===== config.mk =====
export PLATFORM = sky130hd
export DESIGN_NAME = vga_rx_monitor
export DESIGN_NICKNAME = d
export VERILOG_FILES = /design/src/rtl/vga_rx_monitor.sv
export SDC_FILE = /design/constraint.sdc
export NUM_CORES = 1
export LEC_CHECK = 0
export BUFFER_PORTS_ARGS = -buffer_cell sky130_fd_sc_hd__buf_4
export CORE_UTILIZATION = 55
export CTS_BUF_LIST = sky130_fd_sc_hd__clkbuf_2
export CTS_CLUSTER_SIZE = 20
export DETAILED_ROUTE_END_ITERATION = 6
export HOLD_SLACK_MARGIN = 0.06
export PLACE_DENSITY = 0.73
export SKIP_CTS_REPAIR_TIMING = 1
export SYNTH_ARGS = -nofsm -noshare
export SYNTH_HDL_FRONTEND = slang
export SYNTH_SLANG_ARGS = --single-unit

===== constraint.sdc =====
create_clock -name clk -period 4.3 [get_ports clk]
set_clock_uncertainty 0.2 [all_clocks]
set_input_delay 0.43 -clock clk [delete_from_list [all_inputs] [get_ports clk]]
set_output_delay 0.43 -clock clk [all_outputs]
set_load 0.02 [all_outputs]

===== src/rtl/vga_rx_monitor.sv =====
// vga_rx_monitor: receive-side checker for a VGA pin interface.
// Samples hsync/vsync and 2-bit red/green/blue on the pixel clock. It recovers
// line and frame timing and the active-window pixel position. It reports a
// per-frame pixel checksum and a timing lock flag.
//
// Ports:
//   clk          pixel clock
//   rst          synchronous reset, active-high
//   hsync/vsync  sync pins, polarity set by HSYNC_/VSYNC_ACTIVE_LOW
//   red/green/blue  2-bit colour pins
//   pixel_valid  x/y/pixel lie inside the active window
//   x, y         active column/row (0 outside the window)
//   pixel        {red,green,blue} for x/y (0 outside the window)
//   h_period     clocks between the last two hsync leading edges
//   v_lines      lines in the last complete frame
//   frame_sum    16-bit pixel checksum of the last complete frame
//   frame_done   one-cycle pulse when v_lines/frame_sum update
//   locked       line length and frame height stable over the last two frames
module vga_rx_monitor #(
  parameter int unsigned CW               = 11,
  parameter bit          HSYNC_ACTIVE_LOW = 1'b1,
  parameter bit          VSYNC_ACTIVE_LOW = 1'b1,
  parameter int unsigned H_START          = 144,
  parameter int unsigned H_ACTIVE         = 640,
  parameter int unsigned V_START          = 35,
  parameter int unsigned V_ACTIVE         = 480
) (
  input  logic          clk,
  input  logic          rst,
  input  logic          hsync,
  input  logic          vsync,
  input  logic [1:0]    red,
  input  logic [1:0]    green,
  input  logic [1:0]    blue,
  output logic          pixel_valid,
  output logic [CW-1:0] x,
  output logic [CW-1:0] y,
  output logic [5:0]    pixel,
  output logic [CW-1:0] h_period,
  output logic [CW-1:0] v_lines,
  output logic [15:0]   frame_sum,
  output logic          frame_done,
  output logic          locked
);

  localparam logic [CW-1:0] CNT_MAX = '1;
  localparam logic [CW-1:0] H_OFF   = CW'(H_START);
  localparam logic [CW-1:0] V_OFF   = CW'(V_START);

  // Sync inputs are normalised before registering so that the reset value
  // (0) is always the inactive level, whatever the pin polarity.
  logic          hs_a, vs_a, hs_a_prev, vs_a_prev;
  logic [5:0]    rgb_d1, rgb_d2;
  logic [CW-1:0] h_cnt, line_cnt;
  logic          h_seen, f_seen, vs_pend, h_stable;
  logic [15:0]   acc;

  logic          h_edge, v_edge, frame_edge, h_sat, in_win;
  logic [CW-1:0] h_cnt_inc, line_inc;

  always_comb begin
    h_edge     = hs_a & ~hs_a_prev;
    v_edge     = vs_a & ~vs_a_prev;
    // A vsync edge coinciding with the hsync edge belongs to that hsync edge.
    frame_edge = h_edge & (vs_pend | v_edge);
    h_cnt_inc  = h_cnt + 1'b1;
    line_inc   = line_cnt + 1'b1;
    // Flags drop as h_cnt arrives at (or sits at) its saturated value.
    h_sat      = !h_edge && (h_cnt >= CNT_MAX - 1'b1);
    in_win     = f_seen
              && (32'(h_cnt) >= H_START) && (32'(h_cnt) < H_START + H_ACTIVE)
              && (32'(line_cnt) >= V_START) && (32'(line_cnt) < V_START + V_ACTIVE);
  end

  always_ff @(posedge clk) begin
    if (rst) begin
      hs_a        <= 1'b0;
      vs_a        <= 1'b0;
      hs_a_prev   <= 1'b0;
      vs_a_prev   <= 1'b0;
      rgb_d1      <= '0;
      rgb_d2      <= '0;
      h_cnt       <= '0;
      line_cnt    <= '0;
      h_seen      <= 1'b0;
      f_seen      <= 1'b0;
      vs_pend     <= 1'b0;
      h_stable    <= 1'b0;
      acc         <= '0;
      pixel_valid <= 1'b0;
      x           <= '0;
      y           <= '0;
      pixel       <= '0;
      h_period    <= '0;
      v_lines     <= '0;
      frame_sum   <= '0;
      frame_done  <= 1'b0;
      locked      <= 1'b0;
    end else begin
      hs_a       <= hsync ^ HSYNC_ACTIVE_LOW;
      vs_a       <= vsync ^ VSYNC_ACTIVE_LOW;
      hs_a_prev  <= hs_a;
      vs_a_prev  <= vs_a;
      rgb_d1     <= {red, green, blue};
      rgb_d2     <= rgb_d1;
      frame_done <= 1'b0;

      // rgb_d2 is aligned with h_cnt/line_cnt, giving two cycles pin-to-output.
      pixel_valid <= in_win;
      x           <= in_win ? h_cnt - H_OFF : '0;
      y           <= in_win ? line_cnt - V_OFF : '0;
      pixel       <= in_win ? rgb_d2 : '0;
      if (in_win) acc <= acc + 16'(rgb_d2);

      if (h_edge) begin
        h_cnt  <= '0;
        h_seen <= 1'b1;
        if (frame_edge) begin
          if (f_seen) begin
            v_lines    <= line_inc;
            frame_sum  <= acc;
            frame_done <= 1'b1;
            locked     <= (line_inc == v_lines) && h_stable;
          end
          line_cnt <= '0;
          acc      <= '0;
          vs_pend  <= 1'b0;
          f_seen   <= 1'b1;
          h_stable <= 1'b1;
        end else if (line_cnt != CNT_MAX) begin
          line_cnt <= line_inc;
        end
        // Placed after the frame-edge set so a changed last line still clears it.
        if (h_seen) begin
          h_period <= h_cnt_inc;
          if (h_cnt_inc != h_period) h_stable <= 1'b0;
        end
      end else begin
        if (v_edge) vs_pend <= 1'b1;
        if (h_cnt != CNT_MAX) h_cnt <= h_cnt_inc;
        if (h_sat) begin
          locked <= 1'b0;
          h_seen <= 1'b0;
          f_seen <= 1'b0;
        end
      end
    end
  end

endmodule


Yosys cells after proc, flatten, opt, wreduce, memory -nomap -nowiden
Index checks and enable logic that the tools add are counted.

storage, ports and cells
  register bits = 127
  bits in latches = 0
  bits in writable memories = 0
  ROM bits = 0
  input port bits = 10
  word-level logic and storage cells = 87
  memories kept = 0

cells by class
  $add $sub $neg = 5
  $mul = 0
  div/mod/pow operators = 0
  order comparisons = 5
  equal/unequal tests = 6
  shift operators = 0
  multiplexer cells = 19
  bitwise gates (word level) = 11
  reductions and logical operators = 19

operator list
  kind                                                                                  count
  16-bit two-way mux                                                                    3
  11-bit by 1-bit adder with 11-bit output, second input constant                       2
  11-bit by 10-bit < comparator with 1-bit output, second input constant                2
  11-bit two-way mux                                                                    2
  11-bit != test, second input constant                                                 2
  16-bit by 6-bit adder with 16-bit output                                              1
  1-bit two-way mux                                                                     14
  11-bit equality test                                                                  1
  11-bit greater-or-equal comparator, second input constant                             1
  11-bit by 6-bit greater-or-equal comparator with 1-bit output, second input constant  1
  11-bit by 8-bit greater-or-equal comparator with 1-bit output, second input constant  1
  11-bit != test                                                                        1
  11-bit by 6-bit subtractor with 11-bit output, second input constant                  1
  11-bit by 8-bit subtractor with 11-bit output, second input constant                  1
  2-bit AND reduction                                                                   4
  1-bit NOT                                                                             7
  1-bit logical AND                                                                     6
  3-bit AND reduction                                                                   2
  2-bit nonzero test                                                                    3
  2-bit OR reduction                                                                    2
  1-bit bitwise AND                                                                     3
  3-bit OR reduction                                                                    1
  2-bit by 1-bit != test with 1-bit output, second input constant                       1
  2-bit != test, second input constant                                                  1
  other kinds (2)                                                                       2

Depth between registers and ports, before layout
  depth after elaboration = 8
  depth in mapped cells = 11

Worst setup path before layout
OpenSTA, ideal clock, no wires.

  path kind = reg-to-reg
  from = register line_cnt[1]
  to = register line_cnt[7]
  setup time = 128 ps
  arrival = 2125 ps
  data required time = 3972 ps
  path slack = 1847 ps
  cell stages (with the launch flop) = 10
  buffers on the path = 2
  clock period less this slack = 2453 ps
  cells stage by stage = dfxtp_1 > ha_1 > clkbuf_1 > and4_1 > and3_1 > clkbuf_1 > a21oi_1 > nand4_1 > xor2_1 > nor2_1

between the ends
  cells in the longest elaborated chain, start to end = 3
  elaborated cells between the ends (all ways) = 6
  those cells by class = 1 x add/sub; 1 x eq/ne; 2 x mux; 2 x reduce/logical

ends and longest elaborated chain
  what                                                                        line     RTL
  start: declaration                                                          54       logic [CW-1:0] h_cnt, line_cnt;
  start signal: assignment                                                    131      line_cnt <= line_inc;
  11-bit by 1-bit adder with 11-bit output or 11-bit != test (tied branches)  67, 130
  11-bit two-way mux or 2-bit nonzero test (tied branches)                    n/a
  11-bit two-way mux or 2-bit AND reduction (tied branches)                   n/a

Parallel ways exist; a longest one is shown, timed or not. The select of a mux whose other input is x is not followed.
A chain may end at the register's enable or synchronous reset.

Worst setup path in the final report
  from = register line_cnt[2]
  to = register x[2]

between the ends
  cells in the longest elaborated chain, start to end = 5
  elaborated cells between the ends (all ways) = 6
  those cells by class = 2 x order compare; 1 x bitwise; 3 x reduce/logical

ends and longest elaborated chain
  what                                                           line  RTL
  11-bit by 6-bit greater-or-equal comparator with 1-bit output  72    && (32'(line_cnt) >= V_START) && (32'(line_cnt) < V_START + V_ACTIVE);
  1-bit logical AND                                              72
  1-bit logical AND (*)                                          72
  1-bit NOT (no source line) (*)                                 n/a
  2-bit OR reduction (no source line) (*)                        n/a
  end signal: assignment                                         110   x <= in_win ? h_cnt - H_OFF : '0;
  end: declaration                                               36    output logic [CW-1:0] x,

Every way passes the cells marked *; elsewhere a longest branch is shown, timed or not.

==> summary.md <==
| Metric | Value |
|---|---|
| Setup crit start kind | `flip-flop` |
| Arrival time at the worst endpoint | `between 3 and 4 ns` |
| Clk slew on worst S/H paths | `around 0.19 ns` |
| Share of layout cells above drive strength 1 | `around 17%` |
| Latest clock arrival within the worst-skew pair | `0.69 ns` |
| Grt met1 use | `a little under a third` |
| Drt drc | `1` |
| Synth unique cells | `54` |
| Die width | `between 100 and 150 um` |
| Ys Warns | `0` |
| Status | `finished, violations left` |
| N_diodes | `0` |
| Mapped Nets | `639` |
| Top_reg_cell synth | `dfxtp_1` |
| Yosys top cell area share | `between 40% and 50%` |
| CTS root buf | `clkbuf_2` |
| Final HPWL DP | `between 8000 and 9000 um` |
| Final total power | `about 2 mW` |
| Worst setup EP type | `flip-flop` |
| Largest net degree at the start of global routing | `a little over 60` |
| Achievable frequency | `331 MHz` |
| Post-Place Worst Slack | `1.33 ns` |
| DP Area | `0.00605 sq mm` |
| Core footprint | `0.00973 sq mm` |
| Static Leak | `2.59 nW` |
| Rel. slew slack | `between 40% and 50%` |
| Setup TNS Final | `0 ns` |
| Die area | `between 0.01 and 0.015 sq mm` |
| Synth area leader | `dfxtp_1` |
| Clk sinks | `127` |
| Finished Layout Cells | `approximately 830` |
| Peak VDD IR | `between 150 and 200 uV` |
| Maxcap violations | `0` |
| H-tree levels | `4` |
| CTS Buf Count | `17` |
| Tightest Hold Check Type | `reg -> reg` |
| Worst EP required | `between 4 and 5 ns` |
| Filler cells | `roughly 830` |
| Crit Path Max Fanout | `18` |
| Initial antenna violation count | `0` |
| CTS tree | `yes` |
| Cell row count | `36` |
| Initial DRT Pass Iterations | `7` |
| Initial core utilization | `approximately 56%` |
| Max Root-Sink Buffers | `2` |
| Final #Nets | `between 700 and 800` |
| Max-slew violation count | `0` |
| Final Cell Area | `about 0.0064 sq mm` |
| First-pass GRT wire length | `between 15000 and 20000 um` |
| Crit path kind | `reg -> reg` |
| Tcrit/Tclk final | `roughly 70%` |
| Gp weighted congestion | `around 0.90` |
| WL/cell | `between 10 and 15 um` |
| Dpl cells | `~780` |
| EDFF count, synth | `0` |
| Most area-consuming cells after synthesis | `dfxtp_1 (46%), nor2_1 (5.6%), xnor2_1 (5.6%)` |
| GR Util met3 | `under 10%` |
| Mapped Area | `between 0.005 and 0.006 sq mm` |
| Final setup fails | `0` |
| Hold WS | `approximately 0.26 ns` |
| Vias per cell | `around 5.3` |
| Final antenna-violating net count | `0` |
| Post-synthesis sequential area ratio | `a little under half` |
| Vias in the first global route | `a little under 4000` |
| Total number of vias | `around 4400` |
| Cell Pwr Density | `around 300 mW/mm^2` |
| Met2 usage | `37.1%` |
| Hold Fails Final Rpt | `0` |
| Die Ht | `just over 100 um` |
| Overall Global Routing Usage | `around a quarter` |
| # IOs | `79` |
| Fin util | `around 66%` |
| Post-synth ARST share | `0%` |
| I/O Buffers | `78` |
| Fin worst setup slack | `approximately 1.3 ns` |
| Worst-Margin Slew | `roughly 0.81 ns` |
| Area grow syn2layout | `17.3%` |
| Final Routed Wirelength | `about 12000 um` |
| Grt total ovfl | `0` |
| Post-layout minimum cycle time | `between 3 and 4 ns` |
| RSZ-0062 raised after global routing | `no` |
| Violated checks | `DRC` |
| Syn Inst Count | `616` |
| Most Crowded Layer GR | `met2` |
| Synthesized flop and latch total | `127` |
| Starting DRT DRC Count | `around 190` |
| Post-Syn Area per Cell | `around 9 sq um` |
==> placed cells by master, fill, tap and decap left out, types with 5 or more instances in the layout <==
cell type and count:
dfxtp_1 127, nor2_1 82, buf_4 79, nand2_1 53, a21oi_1 43, xnor2_1 35
xor2_1 26, a211oi_1 23, nor2b_1 18, clkbuf_2 17, dlygate4sd3_1 17, nand3_1 16
o21ai_0 15, nand4_1 14, ha_1 12, or3_1 10, nor3_1 10, inv_1 9
and2_1 9, mux2i_1 8, and2_4 7, nand2b_1 5
==> cell type report <==
| class | count | area, sq um | share of cell area [%] |
|---|---|---|---|
| Inverter | 10 | 37.5 | 0.584 |
| Sequential cell | 127 | 2540 | 39.5 |
| Clock inverter | 15 | 121 | 1.89 |
| Tap cell | 133 | 166 | 2.59 |
| Multi-Input combinational cell | 434 | 2710 | 42.2 |
| Clock buffer | 17 | 85.1 | 1.32 |
| Timing Repair Buffer | 96 | 763 | 11.9 |
==> synth_stat cells, types with 5 or more instances <==
| master | n |
|---|---|
| dfxtp_1 | 127 |
| nor2_1 | 82 |
| nand2_1 | 53 |
| a21oi_1 | 43 |
| xnor2_1 | 35 |
| clkbuf_1 | 33 |
| xor2_1 | 26 |
| a211oi_1 | 23 |
| nor2b_1 | 18 |
| nand3_1 | 16 |
| o21ai_0 | 15 |
| nand4_1 | 14 |
| ha_1 | 12 |
| nor3_1 | 10 |
| or3_1 | 10 |
| and2_1 | 9 |
| inv_1 | 9 |
| mux2i_1 | 8 |
| and2_4 | 7 |
| buf_1 | 5 |
| buf_2 | 5 |
| nand2b_1 | 5 |
==> worst max-delay path: stages, from the launching register on <==
cell,delay [ns]
dfxtp_1,0.47
a2111o_1,0.49
o21ai_1,0.12
or4b_4,0.51
nand3_4,0.15
or2_1,0.54
inv_2,0.23
and2_1,0.23
==> logic make-up (layout without fill, tap and decap cells) <==
group	count (synthesis)	after routing	synth area share (%)
xor gates and xnor gates	63	63	10.6
adders and majority gates	13	13	3.11
and+or+nand+nor	246	246	22.3
muxes	8	8	1.46
DFF	127	127	46.4
buffers and inverters	55	138	4.09
AOI/OAI and AO/OA	104	104	12.1
==> path summary, 6_finish.rpt <==
check	from	endpoint	slack, ns	depth (start not counted)
hold reg to reg	rgb_d1[1]	rgb_d2[1]	0.26	1
setup / recovery	line_cnt[2]	x[2]	1.28	7
setup reg to reg	line_cnt[2]	x[2]	1.28	7
hold / removal	rgb_d1[1]	rgb_d2[1]	0.26	1
==> per-layer routing <==
metal	share of wire [%]	routed length, um
met5	0	0
met4	1.1	137
met3	4.9	594
met1	47	5640
met2	47	5750
==> where the power goes <==
group | leakage [nW] | internal (mW) | switching [mW]
combinational | 1.44 | 0.0464 | 0.0540
clock | 0.119 | 0.203 | 0.453
sequential | 1.03 | 1.19 | 0.0170
==> registers in the layout, indices dropped and copies added, names as in the netlist, 6 cells and up <==
register   flops
acc           16
frame_sum     16
h_cnt         11
h_period      11
line_cnt      11
v_lines       11
x             11
y             11
pixel          6
rgb_d1         6
rgb_d2         6
Note: power is estimated with default switching activity, not from simulation.
